## src/rtl/temp_monitor_pkg.sv

```systemverilog
// ---------------------------------------------------------------------------
// temp_monitor_pkg
// Shared types and default constants for the temperature supervisor.
//   estado_t : supervisor state as seen on estado_actual
//   clase_t  : per-sample classification against the comfort band
// ---------------------------------------------------------------------------
package temp_monitor_pkg;

    typedef enum logic [1:0] {
        NORMAL = 2'b00,
        BAJO   = 2'b01,
        ALTO   = 2'b10,
        ALERTA = 2'b11
    } estado_t;

    typedef enum logic [1:0] {
        C_NORMAL,
        C_COLD,
        C_HOT
    } clase_t;

    localparam int T_LOW_DEF   = 180;
    localparam int T_HIGH_DEF  = 259;
    localparam int PERSIST_DEF = 5;
    localparam int HYST_DEF    = 10;

endpackage

```

## src/rtl/temp_monitor_core_persist_counter.sv

```systemverilog
// ---------------------------------------------------------------------------
// persist_counter
// Counts consecutive same-side out-of-band samples, saturating at PERSIST-1.
// Ports:
//   clk, arst   : clock, asynchronous active-high reset (count -> 0)
//   i_clr       : count -> 0 (highest priority)
//   i_restart   : count -> 1 (first sample on a new side)
//   i_inc       : count + 1, holds at PERSIST-1
//   o_at_max    : count == PERSIST-1
// ---------------------------------------------------------------------------
module persist_counter
    import temp_monitor_pkg::*;
#(
    parameter int PERSIST = PERSIST_DEF
) (
    input  logic clk,
    input  logic arst,
    input  logic i_clr,
    input  logic i_restart,
    input  logic i_inc,
    output logic o_at_max
);

    localparam int            CW    = $clog2(PERSIST);
    localparam logic [CW-1:0] C_MAX = CW'(PERSIST - 1);

    logic [CW-1:0] r_count;

    // NOTE: sequential state uses non-blocking assignments so every register
    // samples the pre-edge values regardless of statement order.
    always_ff @(posedge clk or posedge arst) begin
        if (arst) begin
            r_count <= '0;
        end else if (i_clr) begin
            r_count <= '0;
        end else if (i_restart) begin
            r_count <= CW'(1);
        end else if (i_inc && (r_count != C_MAX)) begin
            r_count <= r_count + 1'b1;
        end
    end

    assign o_at_max = (r_count == C_MAX);

endmodule

```

## src/rtl/temp_monitor_core.sv

```systemverilog
// ---------------------------------------------------------------------------
// temp_monitor_core
// Temperature supervisor: classifies each sample (tenths of degC) as COLD,
// NORMAL or HOT, drives heater/fan and raises alerta after PERSIST
// consecutive same-side out-of-band samples. State updates one clock after
// the sample; outputs decode from registered state only.
// Ports:
//   clk            : clock, rising edge
//   arst           : asynchronous active-high reset
//   temp_entrada   : temperature sample, valid every cycle
//   alerta         : 1 while in ALERTA
//   calefactor     : heater on (BAJO, or ALERTA on the cold side)
//   ventilador     : fan on (ALTO, or ALERTA on the hot side)
//   estado_actual  : 00 NORMAL, 01 BAJO, 10 ALTO, 11 ALERTA
// Configuration:
//   TEMP_HYST_EN   : when defined, leaving a cold state needs temp >= T_LOW+HYST
//                    and leaving a hot state needs temp <= T_HIGH-HYST; samples
//                    in the hysteresis gap hold state and count.
// ---------------------------------------------------------------------------
module temp_monitor_core
    import temp_monitor_pkg::*;
#(
    parameter int W_TEMP  = 10,
    parameter int T_LOW   = T_LOW_DEF,
    parameter int T_HIGH  = T_HIGH_DEF,
    parameter int PERSIST = PERSIST_DEF,
    parameter int HYST    = HYST_DEF
) (
    input  logic              clk,
    input  logic              arst,
    input  logic [W_TEMP-1:0] temp_entrada,
    output logic              alerta,
    output logic              calefactor,
    output logic              ventilador,
    output logic [1:0]        estado_actual
);

`ifdef TEMP_HYST_EN
    localparam bit HYST_ON = 1'b1;
`else
    localparam bit HYST_ON = 1'b0;
`endif

    localparam logic [W_TEMP-1:0] C_LOW       = W_TEMP'(T_LOW);
    localparam logic [W_TEMP-1:0] C_HIGH      = W_TEMP'(T_HIGH);
    localparam logic [W_TEMP-1:0] C_LOW_EXIT  = W_TEMP'(T_LOW + HYST);
    localparam logic [W_TEMP-1:0] C_HIGH_EXIT = W_TEMP'(T_HIGH - HYST);

    estado_t r_estado;
    logic    r_side_hot;   // 0 = cold side, 1 = hot side

    clase_t  w_clase;
    logic    w_in_cold;
    logic    w_in_hot;
    logic    w_hold;
    logic    w_side_change;
    logic    w_at_max;

    // NOTE: every signal written here gets a default first, so no path
    // leaves it unassigned and no latch is inferred.
    always_comb begin
        w_clase = C_NORMAL;
        if (temp_entrada < C_LOW) begin
            w_clase = C_COLD;
        end else if (temp_entrada > C_HIGH) begin
            w_clase = C_HOT;
        end
    end

    assign w_in_cold = (r_estado == BAJO) || ((r_estado == ALERTA) && !r_side_hot);
    assign w_in_hot  = (r_estado == ALTO) || ((r_estado == ALERTA) &&  r_side_hot);

    // Hysteresis gap: in-band sample that is not yet far enough from the
    // threshold we are recovering from. Constant-folds to 0 when disabled.
    assign w_hold = HYST_ON &&
                    ((w_in_cold && (temp_entrada >= C_LOW)  && (temp_entrada < C_LOW_EXIT)) ||
                     (w_in_hot  && (temp_entrada <= C_HIGH) && (temp_entrada > C_HIGH_EXIT)));

    assign w_side_change = ((w_clase == C_COLD) &&  r_side_hot) ||
                           ((w_clase == C_HOT)  && !r_side_hot);

    persist_counter #(
        .PERSIST (PERSIST)
    ) u_persist (
        .clk       (clk),
        .arst      (arst),
        .i_clr     ((w_clase == C_NORMAL) && !w_hold),
        .i_restart ((w_clase != C_NORMAL) &&  w_side_change),
        .i_inc     ((w_clase != C_NORMAL) && !w_side_change),
        .o_at_max  (w_at_max)
    );

    always_ff @(posedge clk or posedge arst) begin
        if (arst) begin
            r_estado   <= NORMAL;
            r_side_hot <= 1'b0;
        end else if (!w_hold) begin
            case (w_clase)
                C_COLD: begin
                    // ALERTA only if this continues a cold run that already
                    // reached the limit; a side change always lands in BAJO.
                    r_estado   <= (!r_side_hot && (w_at_max || (r_estado == ALERTA))) ? ALERTA : BAJO;
                    r_side_hot <= 1'b0;
                end
                C_HOT: begin
                    r_estado   <= (r_side_hot && (w_at_max || (r_estado == ALERTA))) ? ALERTA : ALTO;
                    r_side_hot <= 1'b1;
                end
                default: begin
                    r_estado <= NORMAL;
                end
            endcase
        end
    end

    assign estado_actual = r_estado;
    assign alerta        = (r_estado == ALERTA);
    assign calefactor    = (r_estado == BAJO) || ((r_estado == ALERTA) && !r_side_hot);
    assign ventilador    = (r_estado == ALTO) || ((r_estado == ALERTA) &&  r_side_hot);

endmodule

```

## config.mk

```make
export PLATFORM = sky130hd
export DESIGN_NAME = temp_monitor_core
export DESIGN_NICKNAME = d
export VERILOG_FILES = /design/src/rtl/temp_monitor_pkg.sv /design/src/rtl/temp_monitor_core_persist_counter.sv /design/src/rtl/temp_monitor_core.sv
export SDC_FILE = /design/constraint.sdc
export NUM_CORES = 1
export LEC_CHECK = 0
export CORE_AREA = 2 2 39 41
export DETAILED_ROUTE_END_ITERATION = 6
export DIE_AREA = 0 0 41 43
export SYNTH_ARGS = -nofsm -noshare
export SYNTH_HDL_FRONTEND = slang
export SYNTH_HIERARCHICAL = 1
export SYNTH_SLANG_ARGS = --single-unit
```

## constraint.sdc

```tcl
create_clock -name clk -period 1.3 [get_ports clk]
set_input_delay 0.195 -clock clk [delete_from_list [all_inputs] [get_ports clk]]
set_output_delay 0.195 -clock clk [all_outputs]
set_load 0.005 [all_outputs]
```

**Word level (Yosys, flattened, before mapping)**

Cells that the tools add are included.

- Register bits after elaboration: 6
- Input port bits: 12
- Output and inout port bits: 5
- Logic and storage cells: 41

- Add/subtract/negate cells: 1
- Order comparisons: 2
- Equal/unequal tests: 7
- Muxes and demuxes: 9
- Reductions and logical operators: 19

Operator list:

| operator | number |
|---|---|
| > comparator 10 x 9 -> 1 bit (second input constant) | 1 |
| < comparator 10 x 8 -> 1 bit (second input constant) | 1 |
| logical AND 1 bit | 9 |
| two-way mux 3 bit | 3 |
| equality test 2 bit (second input constant) | 3 |
| two-way mux 2 bit | 3 |
| equality test 2 x 1 -> 1 bit (second input constant) | 2 |
| logical OR 1 bit | 4 |
| one-hot mux 2 bit (2 select lines) | 1 |
| nonzero test 2 bit | 2 |
| adder 3 x 1 -> 3 bit (second input constant) | 1 |
| equality test 3 bit (second input constant) | 1 |
| inequality test 3 bit (second input constant) | 1 |
| nonzero test 3 bit | 1 |
| logical NOT 1 bit | 2 |
| logical NOT 2 bit | 1 |
| one-hot mux 1 bit (2 select lines) | 1 |
| two-way mux 1 bit | 1 |

**Longest topological paths before layout**

- Depth after elaboration: 12
- Gate-level depth with buffers: 6

**Modules after synthesis**

Netlist, hierarchy kept.

Modules (own cells, without submodules):

| module | instances | cells each | area each (sq um) | seq. area each (sq um) |
|---|---|---|---|---|
| temp_monitor_core | 1 | 27 | 232.7 | 75.1 |
| persist_counter | 1 | 19 | 187.7 | 75.1 |

**Least setup slack after synthesis**

OpenSTA, ideal clock, no wires.

- Path type: input to register
- Start: input temp_entrada[8]
- End: register u_persist.r_count[2]
- Data arrival time: 1.415 ns
- Slack: -0.202 ns
- Cell stages on the path: 6
- Path buffers: 0
- Cells stage by stage: nor2_1 > nand3_1 > mux2i_1 > a21bo_1 > or3_1 > a211oi_2

- Word-level cells in the longest chain between the ends: 10
- Elaborated cells between the ends (all ways): 18

Ends and longest elaborated chain:

| what | RTL line | source |
|---|---|---|
| start, declared | temp_monitor_core.sv:31 | `input logic [W_TEMP-1:0] temp_entrada,` |
| > comparator 10 x 9 -> 1 bit | temp_monitor_core.sv:65 | `end else if (temp_entrada > C_HIGH) begin` |
| two-way mux 2 bit | temp_monitor_core.sv:65 |  |
| two-way mux 2 bit (*) | temp_monitor_core.sv:63 | `if (temp_entrada < C_LOW) begin` |
| equality test 2 x 1 -> 1 bit or equality test 2 bit (tied branches) | temp_monitor_core.sv:79, temp_monitor_core.sv:80 |  |
| logical AND 1 bit (on tied branches) | temp_monitor_core.sv:79, temp_monitor_core.sv:80 |  |
| logical OR 1 bit | temp_monitor_core.sv:79 | `assign w_side_change = ((w_clase == C_COLD) && r_side_hot) \|\|` |
| logical NOT 1 bit | temp_monitor_core.sv:89 | `.i_inc ((w_clase != C_NORMAL) && !w_side_change),` |
| logical AND 1 bit | temp_monitor_core.sv:89 |  |
| logical AND 1 bit | temp_monitor_core_persist_counter.sv:38 | `end else if (i_inc && (r_count != C_MAX)) begin` |
| nonzero test 3 bit (no line) | - |  |
| end signal, assigned | temp_monitor_core_persist_counter.sv:39 | `r_count <= r_count + 1'b1;` |
| end, declared | temp_monitor_core_persist_counter.sv:27 | `logic [CW-1:0] r_count;` |

Every way passes the cells marked *; elsewhere a longest branch is shown, timed or not.
A chain may end at the register's enable or synchronous reset.

**Final worst setup path**

- Start: register r_side_hot
- End: register u_persist.r_count[2]

- Word-level cells in the longest chain between the ends: 7
- Elaborated cells between the ends (all ways): 11

Ends and longest elaborated chain:

| what | RTL line | source |
|---|---|---|
| start, declared | temp_monitor_core.sv:50 | `logic r_side_hot;` |
| start signal, assigned | temp_monitor_core.sv:96 | `r_side_hot <= 1'b0;` |
| start signal, assigned | temp_monitor_core.sv:103 | `r_side_hot <= 1'b0;` |
| start signal, assigned | temp_monitor_core.sv:107 | `r_side_hot <= 1'b1;` |
| logical NOT 1 bit | temp_monitor_core.sv:80 | `((w_clase == C_HOT) && !r_side_hot);` |
| logical AND 1 bit | temp_monitor_core.sv:80 |  |
| logical OR 1 bit (*) | temp_monitor_core.sv:79 |  |
| logical NOT 1 bit | temp_monitor_core.sv:89 |  |
| logical AND 1 bit | temp_monitor_core.sv:89 |  |
| logical AND 1 bit | temp_monitor_core_persist_counter.sv:38 |  |
| nonzero test 3 bit (no line) | - |  |

Marks and branches as above.

==> flow_summary.json <==
{
  "startpoint_type": "register",
  "min_period_ps": 1480,
  "io_buffers": 14,
  "syn-mean-instance-area_um2": 9.14,
  "worst_ep_required_time_ps": 1450,
  "grt_usage_pct": 13.3,
  "clk_pin_slew_worst_paths_ps": 50,
  "drive_above_1_share_pct": 48.1,
  "relSlewSlack_pct": 71.4,
  "grt_pass1_vias": 426,
  "fp.dieW_um": 41,
  "area_delta_synth_final_pct": 77.7,
  "cts_tree": "done",
  "clock_sinks": 6,
  "n_fill_cell": 135,
  "vias_per_cell": 4.53,
  "firstDrtPassIters": 2,
  "antenna_found_initial": 0,
  "numCtsBuffers": 3,
  "route.detailed.drc": 0,
  "synth_adder_area_share_pct": 5.95,
  "crit_type": "register to register",
  "n_antenna_cell": 0,
  "postCtsHoldBufs": 0,
  "violations": "setup timing",
  "synth_common_cells": "6 x dfrtp_1, 6 x inv_1, 4 x nand2_1",
  "fin_crit_sh_pct": 114,
  "nets": 97,
  "gp_congestion": 0.807,
  "yosys_register_bits": 6,
  "seq_area_um2": 150,
  "synthesis.nets": 60,
  "rsz0062_at_grt": "yes",
  "drtAntennaViolNets": 0,
  "status": "finished, violations left",
  "worstSetupEndpointType": "register",
  "wl_um": 975,
  "synth.area.top_cells": "dfrtp_1 36%, mux2i_1 7.1%, ha_1 6.0%",
  "root_buffer": "clkbuf_4",
  "cp_top_family": "compound AO/OA/AOI/OAI gates",
  "setup_viol": 3,
  "synthesis.instances": 46,
  "multiInputGateArea_um2": 287,
  "clock_path_buffers": 2,
  "finalNonFillerCells": 97,
  "synth_top_area_share_pct": 35.7,
  "skew_ps": 1.94,
  "dieArea_mm2": 0.00176,
  "num_vias": 439,
  "grt_overflow": 0,
  "synth-edff-count": 0,
  "cp.buffers_inverters": 1,
  "yosys.area_share.simple_pct": 17.9,
  "final_hold_viol_count": 0,
  "crit_arrival_ps": 1640,
  "die_h_um": 43,
  "syn_area_um2": 420,
  "tns_ps": -297,
  "ioPinCount": 17,
  "dp_cells": 88,
  "drt_iter0_drc": 4,
  "synthXorXnorAreaFrac_pct": 0,
  "rows": 14,
  "cp_slowest_cell": "dfrtp_1",
  "yosysWarnings": 6,
  "power.leakage_nw": 0.379,
  "max_stage_delay_ps": 380,
  "synthFlopType": "dfrtp_1",
  "hp-class": "primary input to asynchronous set/reset pin",
  "core_area_mm2": 0.00138,
  "fmax_mhz": 673,
  "synth_compound_area_share_pct": 28.0,
  "peakVddDrop_uv": 618,
  "yosysUniqueCellTypes": 23,
  "p_per_area_mw_per_mm2": 1170,
  "reg2reg_setup_slack_ps": -180,
  "initial_core_util_pct": 30.4,
  "grt_max_degree": 5,
  "grt_pass1_wl_mm": 1.66,
  "routedWlPerCell_um": 10.1,
  "htreeDepth": 1,
  "dp_hpwl_um": 750,
  "ys_seq_area_share_pct": 35.7,
  "worstMarginPinSlew_ps": 425,
  "clk_latency_ps": 240,
  "synthArstFlopShare_pct": 100,
  "post_synth_mux_area_share_pct": 7.14,
  "crit_chain": "buf_6, mux2i_1, a21bo_2, or3_1, a211oi_2",
  "drv_slew": 0,
  "synth_area_leader_cell": "dfrtp_1",
  "synth_top_family_by_area": "compound AO/OA/AOI/OAI gates",
  "cp_max_fo": 3,
  "worst_slack_ps": -185,
  "max-cap-violations": 0
}
==> layout make-up <==
class / count / share of cell area (%)
repair buffers: 32 / 32.8
inverters: 6 / 3.02
well taps: 16 / 2.68
flip-flops and latches: 6 / 20.1
multi-input cells: 34 / 38.4
clock buffers: 3 / 3.02
==> timing repair <==
item | in CTS | in global routing
pin swaps | 7 | 5
setup buffers | 5 | 1
gates resized for setup | 29 | 7
cloned | 0 | 0
setup endpoints to repair | 8 | 5
==> per-stage QoR <==
stage / util (%) / cell area, um2 / setup WS (ps) / total power [mW] / hold WS [ps]
after floorplan: - / 434 / -157 / 0.489 / -51.4
final: 54.0 / 747 / -185 / 0.875 / 158
after CTS: 54.0 / 747 / -237 / 0.880 / 158
after detailed placement: 49.5 / 684 / -739 / 0.686 / 409
after global routing: 54.0 / 747 / -220 / 0.959 / 179
after global placement: 49.5 / 684 / -685 / 0.674 / 413
==> layout by cell type (no fill, tap or decap), types with 2 or more instances in the layout <==
cell type      netlist  final
buf_2                0      2
buf_4                0     16
buf_6                0      2
clkbuf_2             0      4
clkbuf_4             0      3
dfrtp_1              6      6
dlygate4sd2_1        0      6
inv_1                6      6
mux2i_1              3      2
nand2_1              4      4
nor3_2               0      2
o21ai_0              3      3
==> routing by layer <==
| layer | vias to the layer above | GRT usage, % | share of wire [%] |
|---|---|---|---|
| li1 | 235 | - | - |
| met1 | 193 | 16.6 | 43 |
| met2 | 11 | 21.6 | 52 |
| met3 | 0 | 6.28 | 5.5 |
| met4 | 0 | 0 | 0 |
| met5 | - | 0 | 0 |
==> flip-flops by register name (all words and copies together), names as in the netlist <==
signal and flops:
estado_actual 2, r_side_hot 1, u_persist/r_count 3
==> logic make-up after synthesis <==
logic type	after synthesis
compound gates	15
buf+inv	6
simple gates	14
flops	6
mux	3
fa+ha+maj	2
==> path summary, 6_finish.rpt <==
check / start / end / cells after the start
worst min-delay path: arst / estado_actual[1] / 2
worst max register to register: r_side_hot / u_persist/r_count[2] / 5
min in group clk: temp_entrada[9] / estado_actual[0] / 5
worst min register to register: u_persist/r_count[2] / u_persist/r_count[2] / 2
worst max-delay path: r_side_hot / u_persist/r_count[2] / 5
max in group asynchronous: arst / u_persist/r_count[2] / 2
==> power breakdown <==
part | switching (mW) | internal (mW)
clock | 0.0665 | 0.104
sequential | 0.0387 | 0.244
combinational | 0.179 | 0.242
total | 0.285 | 0.590
Power figures use the tool's default switching activity.
